==> config.mk <==
export PLATFORM = sky130hd
export DESIGN_NAME = crossbar_rr
export DESIGN_NICKNAME = d
export VERILOG_FILES = /design/src/rtl/crossbar_rr.sv
export SDC_FILE = /design/constraint.sdc
export NUM_CORES = 1
export LEC_CHECK = 0
export BUFFER_PORTS_ARGS = -buffer_cell sky130_fd_sc_hd__buf_2
export CAP_MARGIN = 40
export CORE_UTILIZATION = 35
export CTS_CLUSTER_DIAMETER = 30
export DETAILED_ROUTE_END_ITERATION = 16
export SYNTH_ARGS = -nofsm -noshare
export SYNTH_HDL_FRONTEND = slang
export SYNTH_SLANG_ARGS = --single-unit
==> constraint.sdc <==
create_clock -name clk -period 2.85 [get_ports clk]
set_input_delay 0.4275 -clock clk [delete_from_list [all_inputs] [get_ports clk]]
set_output_delay 0.4275 -clock clk [all_outputs]
set_load 0.01 [all_outputs]
==> src/rtl/crossbar_rr.sv <==
// PORTS x PORTS crossbar with one round-robin arbiter per output port.
// A grant stays with its owner while it keeps requesting the same output, so packets are never interleaved.
module crossbar_rr #(
  parameter int PORTS = 4,
  parameter int WIDTH = 8
) (
  input  logic                                   clk,
  input  logic                                   rst,
  input  logic [PORTS-1:0][WIDTH-1:0]            data_i,
  input  logic [PORTS-1:0]                       bp_i,
  input  logic [PORTS-1:0][$clog2(PORTS)-1:0]    dest,
  input  logic [PORTS-1:0]                       dest_en,
  output logic [PORTS-1:0][WIDTH-1:0]            data_o,
  output logic [PORTS-1:0]                       data_o_en,
  output logic [PORTS-1:0]                       bp_o,
  output logic [PORTS-1:0]                       ack
);

  localparam int IW = $clog2(PORTS);

  logic [PORTS-1:0][IW-1:0] ptr_q, ptr_d;
  logic [PORTS-1:0][IW-1:0] owner_q, owner_d;
  logic [PORTS-1:0]         owner_vld_q, owner_vld_d;

  logic [PORTS-1:0][PORTS-1:0] req;
  logic [PORTS-1:0]            gnt_vld;
  logic [PORTS-1:0]            gnt_new;
  logic [PORTS-1:0][IW-1:0]    gnt_idx;
  logic [31:0]                 scan_idx;

  always_comb begin
    req = '0;
    for (int unsigned j = 0; j < PORTS; j++) begin
      for (int unsigned i = 0; i < PORTS; i++) begin
        req[j][i] = dest_en[i] && (dest[i] == IW'(j));
      end
    end
  end

  // Held owner wins outright; otherwise first requester found scanning from ptr.
  always_comb begin
    gnt_vld  = '0;
    gnt_new  = '0;
    gnt_idx  = '0;
    scan_idx = '0;
    for (int unsigned j = 0; j < PORTS; j++) begin
      if (owner_vld_q[j] && req[j][owner_q[j]]) begin
        gnt_vld[j] = 1'b1;
        gnt_idx[j] = owner_q[j];
      end else begin
        for (int unsigned k = 0; k < PORTS; k++) begin
          scan_idx = (32'(ptr_q[j]) + k) % PORTS;
          if (!gnt_vld[j] && req[j][IW'(scan_idx)]) begin
            gnt_vld[j] = 1'b1;
            gnt_new[j] = 1'b1;
            gnt_idx[j] = IW'(scan_idx);
          end
        end
      end
    end
  end

  always_comb begin
    data_o    = '0;
    data_o_en = '0;
    ack       = '0;
    bp_o      = '0;
    if (!rst) begin
      for (int unsigned j = 0; j < PORTS; j++) begin
        if (gnt_vld[j]) begin
          data_o[j]          = data_i[gnt_idx[j]];
          data_o_en[j]       = 1'b1;
          ack[gnt_idx[j]]    = 1'b1;
        end
      end
      for (int unsigned i = 0; i < PORTS; i++) begin
        if (ack[i]) begin
          bp_o[i] = bp_i[dest[i]];
        end
      end
    end
  end

  always_comb begin
    ptr_d       = ptr_q;
    owner_d     = owner_q;
    owner_vld_d = gnt_vld;
    for (int unsigned j = 0; j < PORTS; j++) begin
      if (gnt_vld[j]) begin
        owner_d[j] = gnt_idx[j];
      end
      if (gnt_new[j]) begin
        ptr_d[j] = IW'((32'(gnt_idx[j]) + 32'd1) % PORTS);
      end
    end
  end

  always_ff @(posedge clk) begin
    if (rst) begin
      ptr_q       <= '0;
      owner_q     <= '0;
      owner_vld_q <= '0;
    end else begin
      ptr_q       <= ptr_d;
      owner_q     <= owner_d;
      owner_vld_q <= owner_vld_d;
    end
  end

endmodule

==> results of run 1 <==
==> sequential cells by signal, indices dropped and copies added (netlist names) <==
signal and flops:
owner_q 8, ptr_q 8, owner_vld_q 4
==> synthesized netlist by cell type, types with 3 or more instances <==
cell type,number
a21oi_1,12
a222oi_1,4
a22oi_1,6
and2_1,4
and3_1,4
and3b_1,6
buf_2,10
buf_4,3
clkbuf_1,7
dfxtp_1,20
ha_1,12
inv_1,11
inv_2,4
mux2_2,8
mux2i_1,60
mux4_2,4
nand2_1,19
nand2b_1,4
nand3_1,14
nand3b_1,8
nand4_1,6
nor2_1,23
nor2b_1,9
nor3_1,4
nor3b_1,3
o211ai_1,3
o21ai_0,7
o221ai_1,3
o22ai_1,26
o2bb2ai_1,11
o31a_1,3
or3b_1,3
==> routing by layer <==
layer	up-vias	global-route usage, %	share of wire [%]
li1	1845	-	-
met1	1879	33.3	43
met2	204	44.5	48
met3	26	2.71	7.0
met4	0	8.59	2.3
met5	-	0	0
==> logic make-up after synthesis <==
group,share of synthesized area [%]
AO/OA/AOI/OAI,25.9
adder cells (fa/ha/maj),4.94
buffers and inverters,5.97
flip-flops,13.2
multiplexers,26.4
AND/OR/NAND/NOR,23.5
==> final cells by class <==
type | count | area (sq um) | area share [%]
Multi-Input combinational cell | 311 | 2920 | 55.3
Inverter | 16 | 62.6 | 1.19
Clock buffer | 3 | 41.3 | 0.782
Timing Repair Buffer | 216 | 1720 | 32.6
Tap cell | 105 | 131 | 2.49
Sequential cell | 20 | 402 | 7.61
==> final timing paths <==
| kind | endpoint | slack, ns |
|---|---|---|
| min reg2reg | ptr_q[3] | 0.47 |
| min | ptr_q[3] | 0.47 |
| max | bp_o[1] | -0.20 |
| max reg2reg | ptr_q[1] | 0.53 |
==> worst max-delay path: cells and delay by family <==
family,cells,cell delay (ns)
AO/OA/AOI/OAI,4,0.91
buffers and inverters,3,0.43
AND/OR/NAND/NOR,2,0.37
multiplexers,1,0.31
adder cells (fa/ha/maj),1,0.18
==> per-stage QoR <==
step | setup TNS [ns] | power [mW] | hold slack (ns) | worst slack [ns] | area (sq um)
finish | -1.79 | 1.51 | 0.471 | -0.196 | 5280
CTS | -2.12 | 1.43 | 0.478 | -0.183 | 4880
global route | -3.68 | 1.60 | 0.508 | -0.273 | 5280
global placement | -7.26 | 1.06 | 0.457 | -0.383 | 4200
detailed placement | -7.69 | 1.07 | 0.467 | -0.350 | 4200
floorplan | -0.0339 | 0.781 | 0.440 | -0.0224 | 3160
==> power by group <==
part	internal (mW)	switching [mW]	leakage [nW]	total [mW]
Combinational	0.515	0.467	2.33	0.982
Sequential	0.305	0.0325	0.165	0.338
Clock	0.0943	0.0986	0.0216	0.193
Total	0.915	0.598	2.52	1.51
==> what timing repair did <==
item	in CTS	in global routing
endpoints found under the hold margin	0	0
endpoints found under the setup margin	40	33
resized for setup	87	70
cloned	2	1
setup buffers	30	20
hold buffers	0	0
pin swaps	29	42
==> reports/results.ini, run 1 <==
[synth]
synth_nets=431
yosys_warnings=0
ys_ff_latch=20
synth_top_cell_by_area=mux2i_1
yosys-top-cells-area=mux2i_1, dfxtp_1, o22ai_1
yosysSeqAreaShare_pct=13.2
synth_cell_type_count=69
postSynthCellCount=369
synthArstFlopShare_pct=0
synth.cell_area_sq_um=3040
synth_top_area_share_pct=19.8
ys.flop_type=dfxtp_1
synth_edf_count=0
syn_avg_cell_area_sq_um=8.24

[setup_path]
crit_required_ns=2.42
cp.arrival_ns=2.62
r2r-start=ptr_q[1]
critPathCaptureType=output pin
criticalPathCategory=in2out
startpoint_type=primary input
r2r_cells=10
critPathSlowestCell=mux2i_2
crit_chain=buf_12 -> nand3b_1 -> mux2i_2 -> a211o_1 -> o22ai_2 -> buf_4 -> ha_1 -> a222oi_1 -> a21boi_2 -> nor3b_2 -> buf_2
crit_fanout=6
startpoint=dest[0]
slowest_delay_ns=0.31

[global_route]
grt_antenna_before_repair=0
first_global_vias=3712
gr-total-overflow=0
grt_max_degree=20
grt_pass1_wl_mm=18.5
grt_usage_pct=25.8

[clocking]
clockBufferDepth=2
clk_pin_slew_ns=0.08
cts_tree=yes
root_buffer=clkbuf_8
cts_sinks=20
htreeDepth=1
cts_buffers=3
clk_latency_ns=0.26

[cells_and_area]
layout_common_cells=buf_4, buf_2, mux2i_1
syn_to_final_growth_pct=73.7
stdcell_count=671
num_antenna_cells=0
final_common_cell=buf_4
utilization_pct=63.6
nets=630
layout-drive-gt1-share_pct=55.7
nFillCells=671

[drt]
viasPerCell=5.89
drcViolationCount=0
final_antenna_net_count=0
drtIter0Drc=218
num_vias=3954
wl_per_cell_um=18.6
first_pass_iters=5
wl_mm=12.5

[outcome]
status=complete, but fails checks
violations=setup timing

[placement]
place.port_buffers=93
hpwl_mm=8.26
gp_congestion=0.898
dpl.cell_count=619

[sta]
max-slew-margin-rel_pct=68.1
clock-skew-final_ns=0.000679
rsz0062_at_grt=yes
finalHoldViolations=0
setup_viol_count_final=24
timing.final.crit_share_pct=107
fin_ws_ns=-0.196
layout_min_cycle_time_ns=3.05
drv_slew=0
max_freq_mhz=328
worst_pin_slew_ns=0.478

[pwr]
leakagePower_nw=2.52
ir_worst_vdd_mv=0.144
power_density_nw_per_um2=287

[worst_hold_path]
min-delay-path-class=reg2reg
whs_path_depth=2
hold_path_startpoint=ptr_q[3]

[die]
dieArea_sq_um=9060
io_pins=94
dieHeight_um=95.2
die_x_um=95.2
core_area_sq_um=8300
num_rows=33
initial_utilization_pct=36.6

[job]
drv_cap=0

Note: power is estimated with default switching activity, not from simulation.
==> run 2: changes to the inputs <==
--- a/config.mk
+++ b/config.mk
@@ -7,8 +7,7 @@
 export LEC_CHECK = 0
 export BUFFER_PORTS_ARGS = -buffer_cell sky130_fd_sc_hd__buf_2
 export CAP_MARGIN = 40
-export CORE_UTILIZATION = 35
-export CTS_CLUSTER_DIAMETER = 30
+export CORE_UTILIZATION = 25
 export DETAILED_ROUTE_END_ITERATION = 16
 export SYNTH_ARGS = -nofsm -noshare
 export SYNTH_HDL_FRONTEND = slang
==> reports/results.ini, run 2 (same netlist as run 1, synthesis figures left out) <==
[setup_path]
cp.arrival_ns=2.64
r2r_setup_slack_ns=0.72
startpoint_type=primary input
r2r_cells=8
critPathCaptureType=output pin
reg2reg_to=ptr_q[1]
crit_required_ns=2.42
crit_fanout=6
criticalPathCategory=in2out
r2r-start=owner_q[1]

[placement]
gp_congestion=0.850
hpwl_mm=8.63
place_ws_ns=-0.364
place.port_buffers=93

[cells_and_area]
nets=619
syn_to_final_growth_pct=75.0
num_antenna_cells=0
utilization_pct=45.8
reg_top3=owner_q: 8 flops, ptr_q: 8 flops, owner_vld_q: 4 flops
layout_common_cells=buf_4, buf_2, mux2i_1
final_common_cell=buf_4
layout-drive-gt1-share_pct=54.9

[sta]
drv_slew=0
worst_pin_slew_ns=0.657
clock-skew-final_ns=0.00551
whs_ns=0.470
fin_ws_ns=-0.214
max-slew-margin-rel_pct=56.2
setup_tns_ns=-2.69
timing.final.crit_share_pct=107
setup_viol_count_final=28
layout_min_cycle_time_ns=3.06
max_freq_mhz=326
finalHoldViolations=0
rsz0062_at_grt=yes

[drt]
drcViolationCount=4
drtIter0Drc=284
num_vias=3850
first_pass_iters=11
wl_mm=12.3
wl_per_cell_um=17.5
viasPerCell=5.51
final_antenna_net_count=0

[pwr]
finalPower_mw=1.65
power_density_nw_per_um2=309
leakagePower_nw=2.46
ir_worst_vdd_mv=0.192

[die]
dieArea_sq_um=12600
initial_utilization_pct=26.2
num_rows=39
io_pins=94
die_x_um=112
core_area_sq_um=11600
dieHeight_um=112

[worst_hold_path]
min-delay-path-class=reg2reg
whs_path_depth=2
hold_path_startpoint=ptr_q[3]
hold_end=ptr_q[3]

[global_route]
grt_max_degree=33
grt_pass1_wl_mm=19.2
grt_usage_pct=18.7
grt_antenna_before_repair=1
first_global_vias=3795
gr-total-overflow=0

[clocking]
cts_sinks=20
clk_pin_slew_ns=0.06
ctsHoldBuffers=0
htreeDepth=1
root_buffer=clkbuf_16
clockBufferDepth=2
cts_tree=yes
clk_latency_ns=0.26
cts_buffers=3

[job]
drv_cap=0

[outcome]
violations=DRC, setup timing
status=complete, but fails checks

[run 2: cell count changes in the layout (fill, tap and decap cells not counted), sizes merged]
| cell | delta |
|---|---|
| buf | -9 |
| clkbuf | -1 |
[run 2: power breakdown]
part           leakage [nW]  switching, mW  internal (mW)
Clock                0.0442          0.116          0.215
Sequential            0.167         0.0300          0.306
Combinational          2.25          0.472          0.508
[run 2: how the worst max path moves through the flow]
stage	slack (ns)	depth (start not counted)	end	from
final	-0.21	11	ack[0]	dest[2]
after detailed placement	-0.36	12	ack[0]	dest[1]
after floorplan	-0.02	10	ack[0]	dest[7]
after global routing	-0.36	12	ack[0]	dest[2]
after CTS	-0.20	12	ack[0]	dest_en[1]
after global placement	-0.28	12	ack[0]	dest[1]
[run 2: critical path: stages]
cell       delay, ns
buf_8           0.10
nand3b_1        0.26
a221o_1         0.40
o2bb2ai_2       0.15
o22ai_2         0.18
inv_1           0.10
ha_2            0.19
a222oi_1        0.32
nor2_1          0.09
or2_1           0.27
buf_2           0.14
[run 2: cell type report]
| type | count | area, sq um |
|---|---|---|
| sequential | 20 | 409 |
| multi-input combinational | 311 | 2960 |
| clock buffer | 4 | 88.8 |
| inverter | 16 | 62.6 |
| tap | 143 | 179 |
| timing repair buffer | 205 | 1620 |
| fill | 1120 | 6290 |
[run 2: routing by layer]
metal	track usage [%]	wire length (um)
met1	24.2	5280
met5	0	0
met4	6.04	238
met3	2.32	885
met2	32.2	5860
[run 2: stage by stage]
step / instance area, sq um / std cells
after floorplan: 3160 / 369
after global placement: 4260 / 662
after detailed placement: 4260 / 662
after CTS: 4990 / 693
after global routing: 5320 / 699
final: 5320 / 699
[run 2: what timing repair did]
| action | in CTS | in global routing |
|---|---|---|
| gates cloned | 3 | 0 |
| setup buffers | 25 | 8 |
| pin swaps | 32 | 21 |
| setup endpoints to repair | 37 | 40 |
| resized for setup | 93 | 60 |
==> run 3: changes to the inputs <==
--- a/config.mk
+++ b/config.mk
@@ -7,8 +7,11 @@
 export LEC_CHECK = 0
 export BUFFER_PORTS_ARGS = -buffer_cell sky130_fd_sc_hd__buf_2
 export CAP_MARGIN = 40
+export CELL_PAD_IN_SITES_DETAIL_PLACEMENT = 1
+export CELL_PAD_IN_SITES_GLOBAL_PLACEMENT = 1
 export CORE_UTILIZATION = 25
 export DETAILED_ROUTE_END_ITERATION = 16
+export PLACE_DENSITY_LB_ADDON = 0.1
 export SYNTH_ARGS = -nofsm -noshare
 export SYNTH_HDL_FRONTEND = slang
 export SYNTH_SLANG_ARGS = --single-unit
==> constraint.sdc (replaced) <==
create_clock -name clk -period 2.7 [get_ports clk]
set_input_delay 0.405 -clock clk [delete_from_list [all_inputs] [get_ports clk]]
set_output_delay 0.405 -clock clk [all_outputs]
set_load 0.01 [all_outputs]
==> reports/results.ini, run 3 (same netlist as run 1, synthesis figures left out) <==
[cells_and_area]
nFillCells=1369
layout-drive-gt1-share_pct=61.5
nets=651
layout_common_cells=buf_4, buf_2, mux2i_1
syn_to_final_growth_pct=87.8
num_antenna_cells=0
stdcell_count=730
final_common_cell=buf_4
utilization_pct=49.1
reg_top3=owner_q: 8 flops, ptr_q: 8 flops, owner_vld_q: 4 flops
final_cell_area_sq_um=5710

[setup_path]
crit_fanout=6
cp.arrival_ns=2.80
startpoint_type=primary input
cp.buffers_inverters=4
critPathSlowestCell=a221o_1
startpoint=dest[2]
crit_chain=buf_6 -> nand3b_1 -> a221o_1 -> o2bb2ai_4 -> o22ai_4 -> inv_2 -> ha_2 -> a222oi_1 -> buf_4 -> nor2_2 -> or2_1 -> buf_2
slowest_delay_ns=0.45
critPathCaptureType=output pin
criticalPathCategory=in2out
crit_family=compound AO/OA/AOI/OAI gates
crit_required_ns=2.30
r2r-start=owner_q[1]

[sta]
worst_pin_slew_ns=0.514
fin_ws_ns=-0.506
rsz0062_at_grt=yes
max-slew-margin-rel_pct=65.6
clock-skew-final_ns=0.000875
setup_viol_count_final=40
finalHoldViolations=0
layout_min_cycle_time_ns=3.21
drv_slew=0
timing.final.crit_share_pct=119
max_freq_mhz=312

[global_route]
grt_max_degree=24
grt_pass1_wl_mm=20.8
grt_antenna_before_repair=0
first_global_vias=4034
grt_usage_pct=20.7
gr-total-overflow=0

[job]
drv_cap=0

[drt]
num_vias=3862
wl_per_cell_um=19.0
viasPerCell=5.29
final_antenna_net_count=0
drtIter0Drc=170
wl_mm=13.9
drcViolationCount=2
first_pass_iters=10

[pwr]
power_density_nw_per_um2=315
seqPwrFrac_pct=19.8
p_int_mw=1.12
ir_worst_vdd_mv=0.189
clock_power_share_pct=16.9
finalPower_mw=1.80
p_sw_uw=680
swShare_pct=37.8
leakagePower_nw=2.62
pwr-share-comb_pct=63.4

[placement]
place_area_sq_um=4420
place.port_buffers=93
hpwl_mm=9.86
dpl.cell_count=681
gp_congestion=0.823

[die]
num_rows=39
dieHeight_um=112
initial_utilization_pct=26.2
dieArea_sq_um=12600
core_area_sq_um=11600
io_pins=94
die_x_um=112

[worst_hold_path]
min-delay-path-class=reg2reg
hold_path_startpoint=ptr_q[3]

[clocking]
clockBufferDepth=2
cts_buffers=3
cts_sinks=20
clk_latency_ns=0.25
clk_pin_slew_ns=0.05
htreeDepth=1
cts_tree=yes
root_buffer=clkbuf_16

[outcome]
violations=DRC, setup timing
status=complete, but fails checks

==> run 3: area by class of cell <==
type                            instances  area (sq um)  share of cell area [%]
Inverter                               16          62.6                    1.10
Clock buffer                            3          75.1                    1.32
Tap cell                              143           179                    3.14
Timing Repair Buffer                  237          1870                    32.8
Multi-Input combinational cell        311          3120                    54.6
Sequential cell                        20           402                    7.04
==> run 3: worst reg2reg max path: cells and delay by family, from the launching register on <==
kind	cells	cell delay, ns
buffers and inverters	3	0.48
AND/OR/NAND/NOR	2	0.75
flip-flops	1	0.36
AO/OA/AOI/OAI	3	0.52
==> run 3: power groups by stage <==
stage          registers [mW]  logic (mW)  clock network (mW)
6_report                0.356        1.14               0.303
5_1_grt                 0.360        1.22               0.328
4_1_cts                 0.355       0.977               0.317
3_5_place_dp            0.358       0.828                   0
3_3_place_gp            0.358       0.815                   0
2_1_floorplan           0.351       0.475                   0
==> run 3: layer usage <==
| metal | up-vias | share of wire, % | GRT usage (%) |
|---|---|---|---|
| met4 | 0 | 1.1 | 3.73 |
| met3 | 12 | 2.1 | 3.02 |
| met1 | 1909 | 45 | 25.5 |
| li1 | 1887 | - | - |
| met5 | - | 0 | 0 |
| met2 | 54 | 52 | 38.3 |
==> run 3: final timing paths <==
path | slack [ns] | depth (start not counted) | endpoint
worst max-delay path | -0.51 | 12 | ack[0]
worst min-delay path | 0.46 | 2 | ptr_q[3]
worst max register to register | 0.51 | 8 | ptr_q[1]
worst min register to register | 0.46 | 2 | ptr_q[3]
==> run 3: through the flow <==
stage,setup WS [ns],hold WS [ns],setup TNS [ns]
after detailed placement,-0.564,0.462,-11.55
after floorplan,-0.127,0.440,-0.577
after global routing,-0.660,0.479,-13.50
final,-0.506,0.462,-9.49
after global placement,-0.553,0.450,-9.77
after CTS,-0.473,0.469,-6.91
==> run 3: timing repair <==
item	CTS	global route
hold buffers	0	0
setup buffers	28	18
pin swaps	31	27
gates resized for setup	93	80
endpoints found under the setup margin	40	40
gates cloned	3	0
